File: src/rtl/multicycle_control_fsm_pkg.sv
// Shared encodings for the multicycle RV32I control sequencer: states, opcodes,
// ULA operation/control codes and datapath mux select codes.
package multicycle_pkg;

  localparam int STATE_BITS = 4;

  typedef enum logic [STATE_BITS-1:0] {
    S_FETCH    = 4'd0,
    S_DECODE   = 4'd1,
    S_MEMADR   = 4'd2,
    S_MEMREAD  = 4'd3,
    S_MEMWB    = 4'd4,
    S_MEMWRITE = 4'd5,
    S_EXECR    = 4'd6,
    S_EXECI    = 4'd7,
    S_ALUWB    = 4'd8,
    S_JAL      = 4'd9,
    S_BEQ      = 4'd10,
    S_TRAP     = 4'd11
  } state_t;

  localparam logic [6:0] OP_LW   = 7'b0000011;
  localparam logic [6:0] OP_SW   = 7'b0100011;
  localparam logic [6:0] OP_R    = 7'b0110011;
  localparam logic [6:0] OP_I    = 7'b0010011;
  localparam logic [6:0] OP_BEQ  = 7'b1100011;
  localparam logic [6:0] OP_JAL  = 7'b1101111;

  localparam logic [1:0] ULAOP_ADD   = 2'b00;
  localparam logic [1:0] ULAOP_SUB   = 2'b01;
  localparam logic [1:0] ULAOP_FUNCT = 2'b10;

  localparam logic [2:0] ULA_ADD = 3'b000;
  localparam logic [2:0] ULA_SUB = 3'b001;
  localparam logic [2:0] ULA_AND = 3'b010;
  localparam logic [2:0] ULA_OR  = 3'b011;
  localparam logic [2:0] ULA_SLT = 3'b101;

  localparam logic [1:0] RES_ULAOUT = 2'b00;
  localparam logic [1:0] RES_DATA   = 2'b01;
  localparam logic [1:0] RES_ULARES = 2'b10;

  localparam logic [1:0] SRCA_PC    = 2'b00;
  localparam logic [1:0] SRCA_OLDPC = 2'b01;
  localparam logic [1:0] SRCA_RD1   = 2'b10;

  localparam logic [1:0] SRCB_RD2  = 2'b00;
  localparam logic [1:0] SRCB_IMM  = 2'b01;
  localparam logic [1:0] SRCB_FOUR = 2'b10;

  localparam logic [1:0] IMM_I = 2'b00;
  localparam logic [1:0] IMM_S = 2'b01;
  localparam logic [1:0] IMM_B = 2'b10;
  localparam logic [1:0] IMM_J = 2'b11;

  function automatic logic [1:0] imm_src_of(input logic [6:0] op);
    logic [1:0] imm;
    imm = IMM_I;
    case (op)
      OP_SW:   imm = IMM_S;
      OP_BEQ:  imm = IMM_B;
      OP_JAL:  imm = IMM_J;
      default: imm = IMM_I;
    endcase
    return imm;
  endfunction

  // Dispatch target out of DECODE; unknown opcodes park the core in TRAP.
  function automatic state_t decode_target(input logic [6:0] op);
    state_t nxt;
    nxt = S_TRAP;
    case (op)
      OP_LW, OP_SW: nxt = S_MEMADR;
      OP_R:         nxt = S_EXECR;
      OP_I:         nxt = S_EXECI;
      OP_BEQ:       nxt = S_BEQ;
      OP_JAL:       nxt = S_JAL;
      default:      nxt = S_TRAP;
    endcase
    return nxt;
  endfunction

endpackage

File: src/rtl/multicycle_control_fsm_if.sv
// Control bundle between the sequencer and the datapath. master = sequencer
// (drives selects/enables), slave = datapath (drives IR fields, Zero, step_en).
interface multicycle_control_fsm_if #(
  parameter int STATE_W = 4
);
  logic               step_en;
  logic [6:0]         OP;
  logic [2:0]         Funct3;
  logic               Funct7b5;
  logic               Zero;

  logic               PCWrite;
  logic               AdrSrc;
  logic               MemWrite;
  logic               IRWrite;
  logic               RegWrite;
  logic [1:0]         ResultSrc;
  logic [1:0]         ULASrcA;
  logic [1:0]         ULASrcB;
  logic [1:0]         ImmSrc;
  logic [2:0]         ULAControl;
  logic               instr_done;
  logic               illegal;
  logic [STATE_W-1:0] state_dbg;

  modport master (
    input  step_en, OP, Funct3, Funct7b5, Zero,
    output PCWrite, AdrSrc, MemWrite, IRWrite, RegWrite, ResultSrc,
           ULASrcA, ULASrcB, ImmSrc, ULAControl, instr_done, illegal, state_dbg
  );

  modport slave (
    output step_en, OP, Funct3, Funct7b5, Zero,
    input  PCWrite, AdrSrc, MemWrite, IRWrite, RegWrite, ResultSrc,
           ULASrcA, ULASrcB, ImmSrc, ULAControl, instr_done, illegal, state_dbg
  );
endinterface

File: src/rtl/multicycle_control_fsm_ula_decoder.sv
// ULA operation decoder: maps ULAOp plus funct fields to a ULAControl code.
// Purely combinational, zero latency, no backpressure.
module ula_decoder
  import multicycle_pkg::*;
(
  input  logic [1:0] ula_op,
  input  logic [2:0] funct3,
  input  logic       funct7b5,
  input  logic       op5,
  output logic [2:0] ula_control
);

  always_comb begin
    ula_control = ULA_ADD;
    case (ula_op)
      ULAOP_SUB: ula_control = ULA_SUB;
      ULAOP_FUNCT: begin
        case (funct3)
          // op5 separates R-type (sub possible) from I-type addi, whose imm[10] aliases funct7b5.
          3'b000:  ula_control = (op5 && funct7b5) ? ULA_SUB : ULA_ADD;
          3'b010:  ula_control = ULA_SLT;
          3'b110:  ula_control = ULA_OR;
          3'b111:  ula_control = ULA_AND;
          default: ula_control = ULA_ADD;
        endcase
      end
      default: ula_control = ULA_ADD;
    endcase
  end

endmodule

File: src/rtl/multicycle_control_fsm.sv
// Moore sequencer for the multicycle RV32I datapath; selects are combinational from state,
// state advances and writes commit only on step_en=1 (step_en=0 freezes everything).
module multicycle_control_fsm
  import multicycle_pkg::*;
#(
  parameter int STATE_W = 4
) (
  input  logic                      clk,
  input  logic                      rst,
  multicycle_control_fsm_if.master  bus
);

  state_t     state_q, state_d, state_nxt;
  logic       instr_done_q, instr_done_d;

  logic       pc_update;
  logic       branch;
  logic       ir_write_raw;
  logic       reg_write_raw;
  logic       mem_write_raw;
  logic       adr_src;
  logic [1:0] result_src;
  logic [1:0] src_a;
  logic [1:0] src_b;
  logic [1:0] ula_op;
  logic [2:0] ula_control;
  logic       wr_ok;

  always_ff @(posedge clk or negedge rst) begin
    if (!rst) begin
      state_q      <= S_FETCH;
      instr_done_q <= 1'b0;
    end else begin
      state_q      <= state_d;
      instr_done_q <= instr_done_d;
    end
  end

  always_comb begin
    state_nxt     = state_q;
    pc_update     = 1'b0;
    branch        = 1'b0;
    ir_write_raw  = 1'b0;
    reg_write_raw = 1'b0;
    mem_write_raw = 1'b0;
    adr_src       = 1'b0;
    result_src    = RES_ULAOUT;
    src_a         = SRCA_PC;
    src_b         = SRCB_RD2;
    ula_op        = ULAOP_ADD;

    case (state_q)
      S_FETCH: begin
        ir_write_raw = 1'b1;
        src_a        = SRCA_PC;
        src_b        = SRCB_FOUR;
        ula_op       = ULAOP_ADD;
        result_src   = RES_ULARES;
        pc_update    = 1'b1;
        state_nxt    = S_DECODE;
      end
      S_DECODE: begin
        src_a     = SRCA_OLDPC;
        src_b     = SRCB_IMM;
        ula_op    = ULAOP_ADD;
        state_nxt = decode_target(bus.OP);
      end
      S_MEMADR: begin
        src_a     = SRCA_RD1;
        src_b     = SRCB_IMM;
        ula_op    = ULAOP_ADD;
        state_nxt = (bus.OP == OP_SW) ? S_MEMWRITE : S_MEMREAD;
      end
      S_MEMREAD: begin
        result_src = RES_ULAOUT;
        adr_src    = 1'b1;
        state_nxt  = S_MEMWB;
      end
      S_MEMWB: begin
        result_src    = RES_DATA;
        reg_write_raw = 1'b1;
        state_nxt     = S_FETCH;
      end
      S_MEMWRITE: begin
        result_src    = RES_ULAOUT;
        adr_src       = 1'b1;
        mem_write_raw = 1'b1;
        state_nxt     = S_FETCH;
      end
      S_EXECR: begin
        src_a     = SRCA_RD1;
        src_b     = SRCB_RD2;
        ula_op    = ULAOP_FUNCT;
        state_nxt = S_ALUWB;
      end
      S_EXECI: begin
        src_a     = SRCA_RD1;
        src_b     = SRCB_IMM;
        ula_op    = ULAOP_FUNCT;
        state_nxt = S_ALUWB;
      end
      S_ALUWB: begin
        result_src    = RES_ULAOUT;
        reg_write_raw = 1'b1;
        state_nxt     = S_FETCH;
      end
      S_JAL: begin
        // Link value OldPC+4 is computed here while PC takes the target held in ULAOut.
        src_a      = SRCA_OLDPC;
        src_b      = SRCB_FOUR;
        ula_op     = ULAOP_ADD;
        result_src = RES_ULAOUT;
        pc_update  = 1'b1;
        state_nxt  = S_ALUWB;
      end
      S_BEQ: begin
        src_a      = SRCA_RD1;
        src_b      = SRCB_RD2;
        ula_op     = ULAOP_SUB;
        result_src = RES_ULAOUT;
        branch     = 1'b1;
        state_nxt  = S_FETCH;
      end
      S_TRAP: begin
        state_nxt = S_TRAP;
      end
      default: begin
        state_nxt = S_FETCH;
      end
    endcase

    state_d      = bus.step_en ? state_nxt : state_q;
    instr_done_d = bus.step_en && (state_nxt == S_FETCH);
  end

  ula_decoder u_ula_decoder (
    .ula_op      (ula_op),
    .funct3      (bus.Funct3),
    .funct7b5    (bus.Funct7b5),
    .op5         (bus.OP[5]),
    .ula_control (ula_control)
  );

  // Reset is folded in so an abort mid-instruction cannot write anything.
  assign wr_ok = bus.step_en & rst;

  assign bus.PCWrite    = wr_ok & (pc_update | (branch & bus.Zero));
  assign bus.IRWrite    = wr_ok & ir_write_raw;
  assign bus.RegWrite   = wr_ok & reg_write_raw;
  assign bus.MemWrite   = wr_ok & mem_write_raw;
  assign bus.AdrSrc     = adr_src;
  assign bus.ResultSrc  = result_src;
  assign bus.ULASrcA    = src_a;
  assign bus.ULASrcB    = src_b;
  assign bus.ImmSrc     = imm_src_of(bus.OP);
  assign bus.ULAControl = ula_control;
  assign bus.instr_done = instr_done_q;
  assign bus.illegal    = (state_q == S_TRAP);
  assign bus.state_dbg  = STATE_W'(state_q);

  trap_quiet_a: assert property (@(posedge clk) disable iff (!rst)
    (state_q == S_TRAP) |-> !(bus.PCWrite || bus.IRWrite || bus.RegWrite || bus.MemWrite));

endmodule

File: src/flat_wrapper.sv
// flat-port wrapper written by rule: the top's interface ports become plain ports
module multicycle_control_fsm_flat import multicycle_pkg::*;
#(
  parameter int STATE_W = 4
)
  (clk, rst, bus_step_en, bus_OP, bus_Funct3, bus_Funct7b5, bus_Zero, bus_PCWrite, bus_AdrSrc, bus_MemWrite, bus_IRWrite, bus_RegWrite, bus_ResultSrc, bus_ULASrcA, bus_ULASrcB, bus_ImmSrc, bus_ULAControl, bus_instr_done, bus_illegal, bus_state_dbg);
  multicycle_control_fsm_if #(.STATE_W(STATE_W)) bus_i ();
  input  logic clk;
  input  logic rst;
  input wire logic [$bits(bus_i.step_en)-1:0] bus_step_en;
  input wire logic [$bits(bus_i.OP)-1:0] bus_OP;
  input wire logic [$bits(bus_i.Funct3)-1:0] bus_Funct3;
  input wire logic [$bits(bus_i.Funct7b5)-1:0] bus_Funct7b5;
  input wire logic [$bits(bus_i.Zero)-1:0] bus_Zero;
  output wire logic [$bits(bus_i.PCWrite)-1:0] bus_PCWrite;
  output wire logic [$bits(bus_i.AdrSrc)-1:0] bus_AdrSrc;
  output wire logic [$bits(bus_i.MemWrite)-1:0] bus_MemWrite;
  output wire logic [$bits(bus_i.IRWrite)-1:0] bus_IRWrite;
  output wire logic [$bits(bus_i.RegWrite)-1:0] bus_RegWrite;
  output wire logic [$bits(bus_i.ResultSrc)-1:0] bus_ResultSrc;
  output wire logic [$bits(bus_i.ULASrcA)-1:0] bus_ULASrcA;
  output wire logic [$bits(bus_i.ULASrcB)-1:0] bus_ULASrcB;
  output wire logic [$bits(bus_i.ImmSrc)-1:0] bus_ImmSrc;
  output wire logic [$bits(bus_i.ULAControl)-1:0] bus_ULAControl;
  output wire logic [$bits(bus_i.instr_done)-1:0] bus_instr_done;
  output wire logic [$bits(bus_i.illegal)-1:0] bus_illegal;
  output wire logic [$bits(bus_i.state_dbg)-1:0] bus_state_dbg;
  assign bus_i.step_en = bus_step_en;
  assign bus_i.OP = bus_OP;
  assign bus_i.Funct3 = bus_Funct3;
  assign bus_i.Funct7b5 = bus_Funct7b5;
  assign bus_i.Zero = bus_Zero;
  assign bus_PCWrite = bus_i.PCWrite;
  assign bus_AdrSrc = bus_i.AdrSrc;
  assign bus_MemWrite = bus_i.MemWrite;
  assign bus_IRWrite = bus_i.IRWrite;
  assign bus_RegWrite = bus_i.RegWrite;
  assign bus_ResultSrc = bus_i.ResultSrc;
  assign bus_ULASrcA = bus_i.ULASrcA;
  assign bus_ULASrcB = bus_i.ULASrcB;
  assign bus_ImmSrc = bus_i.ImmSrc;
  assign bus_ULAControl = bus_i.ULAControl;
  assign bus_instr_done = bus_i.instr_done;
  assign bus_illegal = bus_i.illegal;
  assign bus_state_dbg = bus_i.state_dbg;
  multicycle_control_fsm #(.STATE_W(STATE_W)) u_core (.clk(clk), .rst(rst), .bus(bus_i));
endmodule
File: config.mk
export PLATFORM = sky130hd
export DESIGN_NAME = multicycle_control_fsm_flat
export DESIGN_NICKNAME = d
export VERILOG_FILES = /design/src/rtl/multicycle_control_fsm_pkg.sv /design/src/rtl/multicycle_control_fsm_if.sv /design/src/rtl/multicycle_control_fsm_ula_decoder.sv /design/src/rtl/multicycle_control_fsm.sv /design/src/flat_wrapper.sv
export SDC_FILE = /design/constraint.sdc
export NUM_CORES = 1
export LEC_CHECK = 0
export CORE_MARGIN = 3
export CORE_UTILIZATION = 30
export CTS_CLUSTER_SIZE = 20
export DETAILED_ROUTE_END_ITERATION = 6
export HOLD_SLACK_MARGIN = 0.05
export MAX_ROUTING_LAYER = met4
export PLACE_DENSITY = 0.67
export SYNTH_ARGS = -nofsm -noshare
export SYNTH_HDL_FRONTEND = slang
export SYNTH_SLANG_ARGS = --single-unit
File: constraint.sdc
create_clock -name clk -period 2.55 [get_ports clk]
set_input_delay 0.6375 -clock clk [delete_from_list [all_inputs] [get_ports clk]]
set_output_delay 0.6375 -clock clk [all_outputs]
set_load 0.01 [all_outputs]
* Word-level counts from Yosys, hierarchy flattened
Cells that the tools add are included.
Cells by class: muxes and demuxes 17, bitwise operators 7, reduce and logical (&&, ||, !) cells 14, equal/unequal tests 22
Operators with widths (count):
- $pmux 4 s6 | 1
- $pmux 4 s5 | 1
- $eq 4x3->1 const B | 4
- $eq 4x4->1 const B | 4
- $pmux 2 s2 | 4
- $eq 7x6->1 const B | 2
- $eq 7x7->1 const B | 2
- $pmux 3 s4 | 1
- $reduce_or 2->1 | 6
- $eq 4x2->1 const B | 2
- $logic_not 4->1 | 2
- $eq 7x2->1 const B | 1
- $eq 7x5->1 const B | 1
- $mux 1 | 7
- $and 1x1->1 | 6
- $eq 3x3->1 const B | 2
- $pmux 2 s3 | 1
- $pmux 3 s2 | 1
- $reduce_or 3->1 | 2
- $eq 4x1->1 const B | 1
- $reduce_or 4->1 | 1
- $eq 3x2->1 const B | 1
- $logic_not 3->1 | 1
- $mux 3 | 1
- 4 further kinds | 5
Word-level totals: output and inout port bits 22, word-level logic and storage cells 62, bits in registers 5, input bits 15

* Depth between registers and ports, before layout
Gate-level depths: netlist of run 1.
depth after elaboration 6, depth in mapped cells 9

* Modules after synthesis
From an unflattened synthesis of run 1, not the netlist that was laid out.
Unflattened totals: cells, all modules 91, area total of the unflattened synthesis 679.4 sq um
Modules (own cells, without submodules):
- multicycle_control_fsm | cells each 80, seq. area each 125.1 sq um, instances 1, area an instance 583.1 sq um
- ula_decoder | cells each 11, seq. area each 0.0 sq um, instances 1, area an instance 96.3 sq um

* Least setup slack after synthesis of run 1
No wires, ideal clock.
path kind register to output, start point register u_core.state_q[0] (netlist: u_core.bus.state_dbg[0]), end point output bus_ULAControl[2], arrival time 1736 ps, cell stages (with the launch flop) 6, path slack 177 ps, data required time 1913 ps, path through dfrtp_1 -> buf_4 -> clkbuf_1 -> nor3_1 -> ha_1 -> nor4_1
Between the ends: longest elaborated chain between the ends 5
RTL lines:
- start: declaration | line multicycle_control_fsm.sv:13 | state_t state_q, state_d, state_nxt;
- start signal: assignment | line multicycle_control_fsm.sv:34 | state_q <= state_d;
- $eq 4x3->1 | line multicycle_control_fsm.sv:52 | case (state_q)
- $reduce_or 2->1 (no source line)
- $pmux 2 s2 (*) | line multicycle_control_fsm.sv:52
- $eq 2x2->1 / $eq 2x1->1 (equally long branches) | line multicycle_control_fsm_ula_decoder.sv:15 | case (ula_op)
- $pmux 3 s2 (*) | line multicycle_control_fsm_ula_decoder.sv:15
- end: declaration | line flat_wrapper.sv:24 | output wire logic [$bits(bus_i.ULAControl)-1:0] bus_ULAControl;
Every way passes the cells marked *; elsewhere a longest branch is shown, timed or not.

* Worst setup path in the final report of run 1
start point register u_core.state_q[0] (netlist: u_core.bus.state_dbg[0]), end point output bus_ULASrcA[0]
Between the ends: longest elaborated chain between the ends 3
RTL lines:
- $eq 4x4->1, or another cell as far along | line multicycle_control_fsm.sv:52
- $reduce_or 4->1 (no source line) / $reduce_or 2->1 (equally long branches)
- $pmux 2 s2 (*) | line multicycle_control_fsm.sv:52
- end: declaration | line flat_wrapper.sv:21 | output wire logic [$bits(bus_i.ULASrcA)-1:0] bus_ULASrcA;
Marks and branches as above.

==> flow_summary.toml, run 1 <==
[synth]
ys_seq_area_share_pct = 20.3
synth_fp_nets = 97
synth_edf_count = 0
ys_top_cells_by_area = "dfrtp_1 20%, nor3_1 6.5%, nor4_1 5.1%"
synth_seq_cells = 5
async_flop_share_pct = 100
yosys_warnings = 0
avgSynthCellArea_sq_um = 7.71
yosysTopAreaCell = "dfrtp_1"
synthesis.area_sq_um = 617
synthFlopType = "dfrtp_1"
netlist_instances = 80
netlist.area_leader.share_pct = 20.3
yosys.cell_types.count = 37

[global_route]
grt_pass1_wl_microns = 3280
grt_pass1_vias = 731
overflow = 0
grt_max_degree = 18
track_usage_pct = 16.8
antenna_found_initial = 0

[timing]
clock_skew_ns = 0.00841
worst_pin_slew_ns = 0.344
timing.fmax_mhz = 405
slew_viol_final = 0
hold_viol_final = 0
slew_headroom_pct = 76.9
period_share_pct = 96.8
min_period_ns = 2.47
holdWs_ns = 0.677
finalSetupViolCount = 0
final.setup.tns_ns = 0
rsz0062_at_grt = "false"

[floorplan]
boundaryPins = 37
core_area_sq_um = 1840
die_y_microns = 51.3
die_w_microns = 51.3
start_util_pct = 33.5
rows = 15
die-area_sq_um = 2640

[clock_network]
cts_max_level = 1
root_buffer = "clkbuf_4"
path_clk_slew_ns = 0.05
cts_tree = "yes"
ctsHoldBuffers = 0
clockBufferDepth = 2
cts.sink_count = 5
clock_latency_ns = 0.25
cts_made_buffers = 3

[critical_path]
crit_type = "reg -> out"
cp.arrival_ns = 1.83
rrSetupSlack_ns = 0.84
crit_path_start_kind = "flip-flop"
cp_max_fo = 17
required_ns = 1.91
endpoint_kind = "output port"

[pwr]
pwr_density_cell_nw_per_um2 = 829
ir_drop_mv = 0.574
leakage_nw = 0.571

[drt]
avgViaCountPerCell = 4.88
wl_per_cell_microns = 12.3
antenna_left = 0
wl_microns = 1960
drc = 0
drt_iter0_drc = 17
dr.pass1.iters = 4
vias = 776

[layout]
num_antenna_cells = 0
drive_above_1_share_pct = 23.9
nets = 152
synthToLayoutAreaGrowth_pct = 85.6

[place]
port_buffers = 36
dp_hpwl_microns = 1640
place_congestion = 0.802

[status]
status = "completed"

[worst_hold_path]
hp-class = "in -> async"

[flow_run]
drv_cap = 0
==> per-stage QoR <==
stage / util, % / instances / instance area [sq um] / power [W] / setup WS, ns
finish: 62.2 / 159 / 1140 / 0.000949 / 0.0816
global placement: 60.6 / 154 / 1110 / 0.000846 / -0.227
CTS: 61.8 / 158 / 1140 / 0.000959 / 0.00544
global route: 62.2 / 159 / 1140 / 0.00103 / 0.00415
detailed placement: 60.6 / 154 / 1110 / 0.000864 / -0.292
floorplan: - / 80 / 617 / 0.000533 / 0.177
==> cells in the mapped netlist, types with 2 or more instances <==
master / instances
ha_1: 2
mux2_2: 2
nand3b_1: 2
clkbuf_1: 2
nand3_1: 3
nor2_1: 5
dfrtp_1: 5
nand4b_1: 2
a21oi_1: 3
inv_1: 6
nor4_1: 5
a31oi_1: 2
nand2b_1: 2
nand2_1: 5
xor2_1: 2
nor3_1: 8
or2_2: 2
xnor2_1: 2
buf_2: 2
==> repair_timing <==
item | CTS | global route
setup endpoints to repair | 9 | 6
gates resized for setup | 10 | 8
setup buffers | 0 | 1
endpoints found under the hold margin | 0 | 0
pin swaps | 0 | 3
==> cell usage in the layout, fill, tap and decap left out, types with 5 or more instances in the layout <==
cell type	count
inv_1	6
dlygate4sd2_1	5
nand2_1	5
dfrtp_1	5
buf_4	20
nor2_1	5
nor3_1	7
clkdlybuf4s50_1	25
nor4_1	5
==> report_power, final <==
part	total (W)	internal (W)	switching, W
clock	0.0000930	0.0000593	0.0000338
combinational	0.000718	0.000380	0.000338
sequential	0.000138	0.000113	0.0000255
==> critical path, cell delays in order (launching register included) <==
cell             delay [ns]
dfrtp_1                0.36
buf_4                  0.22
inv_1                  0.10
nor3_1                 0.29
clkdlybuf4s50_1        0.61
==> cell type report <==
type | instances | area (sq um)
fillers | 185 | 694
repair buffers | 56 | 502
multi-input cells | 63 | 438
flip-flops and latches | 5 | 125
well taps | 25 | 31.3
clock buffers | 4 | 26.3
inverters | 6 | 22.5
==> registers in the layout, indices dropped and copies added (netlist names) <==
register               count
u_core.bus.state_dbg       4
u_core.bus.instr_done      1
==> path summary, 6_finish.rpt <==
| kind | startpoint | to | cells after the start |
|---|---|---|---|
| worst max-delay path | u_core.bus.state_dbg[0] | bus_ULASrcA[0] | 4 |
| min in group clk | u_core.bus.state_dbg[2] | u_core.bus.state_dbg[2] | 2 |
| worst min register to register | u_core.bus.state_dbg[2] | u_core.bus.state_dbg[2] | 2 |
| worst max register to register | u_core.bus.state_dbg[2] | u_core.bus.state_dbg[0] | 4 |
| max in group asynchronous | rst | u_core.bus.state_dbg[3] | 2 |
| worst min-delay path | rst | u_core.bus.instr_done | 2 |
==> kinds of logic (layout without fill, tap and decap cells) <==
family,after synthesis,in the layout,synth area share (%)
compound gates,13,13,15.6
xor+xnor,4,4,5.68
fa+ha+maj,2,2,4.06
buf+inv,12,66,9.53
flops,5,5,20.3
mux,3,3,5.48
simple gates,41,41,39.4
==> per-layer routing <==
metal	GRT usage [%]	vias to the layer above	wire length, microns	part of all wire (%)
li1	-	401	-	-
met4	3.93	0	0	0
met5	-	-	0	0
met3	3.79	0	133	6.8
met1	19.4	341	839	43
met2	29.6	34	988	50
(Power assumes the default switching activity.)
==> run 2, diff against run 1 <==
- SLEW_MARGIN: default -> 20
==> results of run 2 <==
Final layout, timing and power as in run 1 (identical DEF).
==> run 3, diff against run 2 <==
- PLACE_DENSITY: 0.67 -> 0.69
- clock period: 2.55 -> 2.1 ns (I/O delays scaled with it)
==> run 3 against run 2 <==
Net effect:
- flip-flop and latch count stayed put
- critical path type unchanged
- the flow now finishes with violations (negative setup slack)
- first-iteration DRC count shrank 5.9%
- clock skew shrank 0.0012 ns
- core utilization grew 5.9 points
- largest power group unchanged
- cell count up 6.9%
- non-clock buffer count rose by 11
==> flow_summary.toml, run 3 (synthesis results as in run 1) <==
[drt]
wl_per_cell_microns = 12.5
dr.pass1.iters = 4
vias = 850
drt_iter0_drc = 16
drc = 0
antenna_left = 0
avgViaCountPerCell = 5.00
wl_microns = 2120

[critical_path]
worstPathCellList = "nand2_1 > nor3_2 > buf_4 > inv_4 > ha_4 > nand3_2 > nor3_1 > nor3_1 > nor2_1 > buf_2"
required_ns = 1.57
cp_max_fo = 4
crit_type = "reg -> out"
crit_family = "simple AND/OR/NAND/NOR gates"
cp_common_cell = "nor3_1"
rrSetupSlack_ns = 0.27
r2r_end = "u_core.bus.state_dbg[0]"
crit_path_start_kind = "flip-flop"
crit_slowest_cell = "dfrtp_1"
endpoint_kind = "output port"
crit_buf_inv = 3
rr_worst_depth = 5
crit_path_max_incr_delay_ns = 0.38
rr_startpoint = "u_core.bus.state_dbg[2]"
cp.arrival_ns = 1.72

[pwr]
leakage_nw = 0.612
pwr_density_cell_nw_per_um2 = 982
ir_drop_mv = 0.803

[clock_network]
path_clk_slew_ns = 0.05
cts_tree = "yes"
ctsHoldBuffers = 0
cts_made_buffers = 3
cts_max_level = 1
cts.sink_count = 5
clockBufferDepth = 2
clock_latency_ns = 0.24
root_buffer = "clkbuf_4"

[floorplan]
start_util_pct = 33.5
die_y_microns = 51.3
core_area_sq_um = 1840
die-area_sq_um = 2640
rows = 15
boundaryPins = 37
die_w_microns = 51.3

[global_route]
grt_max_degree = 18
grt_pass1_vias = 820
antenna_found_initial = 0
grt_pass1_wl_microns = 3350
track_usage_pct = 16.8
overflow = 0

[flow_run]
drv_cap = 0

[timing]
period_share_pct = 107
timing.fmax_mhz = 445
fin_ws_ns = -0.148
worst_pin_slew_ns = 0.324
hold_viol_final = 0
clock_skew_ns = 0.00716
finalSetupViolCount = 3
min_period_ns = 2.25
rsz0062_at_grt = "true"
slew_viol_final = 0
slew_headroom_pct = 78.2

[layout]
final_util_pct = 68.1
synthToLayoutAreaGrowth_pct = 103
num_antenna_cells = 0
mostFrequentLayoutCell = "buf_4"
fin_area_sq_um = 1250
drive_above_1_share_pct = 46.2
largest_register_ffs = 4
nets = 163
layout_common_cells = "28 x buf_4, 13 x clkdlybuf4s50_1, 10 x dlygate4sd2_1, 7 x buf_2"

[place]
dp_worst_setup_slack_ns = -0.482
port_buffers = 36
place_congestion = 0.803
dp_hpwl_microns = 1540
place_area_sq_um = 1140

[status]
status = "finished with violations"
violations = "negative setup slack"

[worst_hold_path]
hp-class = "in -> async"
[run 3: cell types whose count changed in the layout (fill, tap and decap cells not counted), moves of 3 or more]
| cell | change |
|---|---|
| dlygate4sd2_1 | +5 |
| dlymetal6s2s_1 | -3 |
| clkdlybuf4s50_1 | -12 |
| clkbuf_2 | +3 |
| buf_6 | +3 |
| buf_2 | +7 |
| buf_4 | +8 |
[run 3: worst max path at each step]
stage | startpoint | to | depth (start not counted)
2_1_floorplan | u_core.bus.state_dbg[0] | bus_ULAControl[0] | 9
3_3_place_gp | bus_OP[2] | bus_ImmSrc[0] | 5
3_5_place_dp | bus_OP[2] | bus_ImmSrc[0] | 5
4_1_cts | u_core.bus.state_dbg[2] | bus_ULAControl[0] | 9
5_1_grt | u_core.bus.state_dbg[3] | bus_ULAControl[0] | 10
6_report | u_core.bus.state_dbg[3] | bus_ULAControl[0] | 10
[run 3: report_power, final]
part / switching [W] / internal, W / total (W)
sequential: 0.0000299 / 0.000137 / 0.000166
clock: 0.0000397 / 0.0000719 / 0.000112
combinational: 0.000457 / 0.000495 / 0.000952
total: 0.000526 / 0.000703 / 0.00123
[run 3: layout make-up]
| type | count | area [sq um] |
|---|---|---|
| Inverter | 6 | 25.0 |
| Multi-Input combinational cell | 63 | 512 |
| Timing Repair Buffer | 67 | 533 |
| Clock buffer | 4 | 26.3 |
| Sequential cell | 5 | 125 |
| Fill cell | 163 | 587 |
| Tap cell | 25 | 31.3 |
[run 3: worst reg2reg max path: cells and delay by family, from the launching register on]
kind | cells | cell delay [ns]
buf+inv | 2 | 0.29
mux | 1 | 0.19
flops | 1 | 0.41
compound gates | 1 | 0.35
simple gates | 1 | 0.54
[run 3: through the flow]
| stage | total power (W) | instances | hold slack (ns) | setup TNS (ns) |
|---|---|---|---|---|
| 5_1_grt | 0.00133 | 170 | 0.626 | -0.725 |
| 6_report | 0.00123 | 170 | 0.589 | -0.220 |
| 2_1_floorplan | 0.000654 | 80 | 0.229 | 0 |
| 4_1_cts | 0.00117 | 168 | 0.588 | -0.187 |
| 3_5_place_dp | 0.00106 | 156 | 0.677 | -3.45 |
| 3_3_place_gp | 0.00105 | 156 | 0.669 | -3.22 |
[run 3: what timing repair did]
| action | 4_1_cts | 5_1_grt |
|---|---|---|
| buffers inserted | 8 | 2 |
| endpoints found under the setup margin | 17 | 14 |
| gates resized for setup | 57 | 21 |
| pin swaps | 9 | 6 |
[run 3: metal layers]
layer  routed length, microns  global-route usage (%)
met4                       23                    3.06
met3                      126                    5.25
met2                     1090                    29.8
met1                      885                    18.6
met5                        0                       -
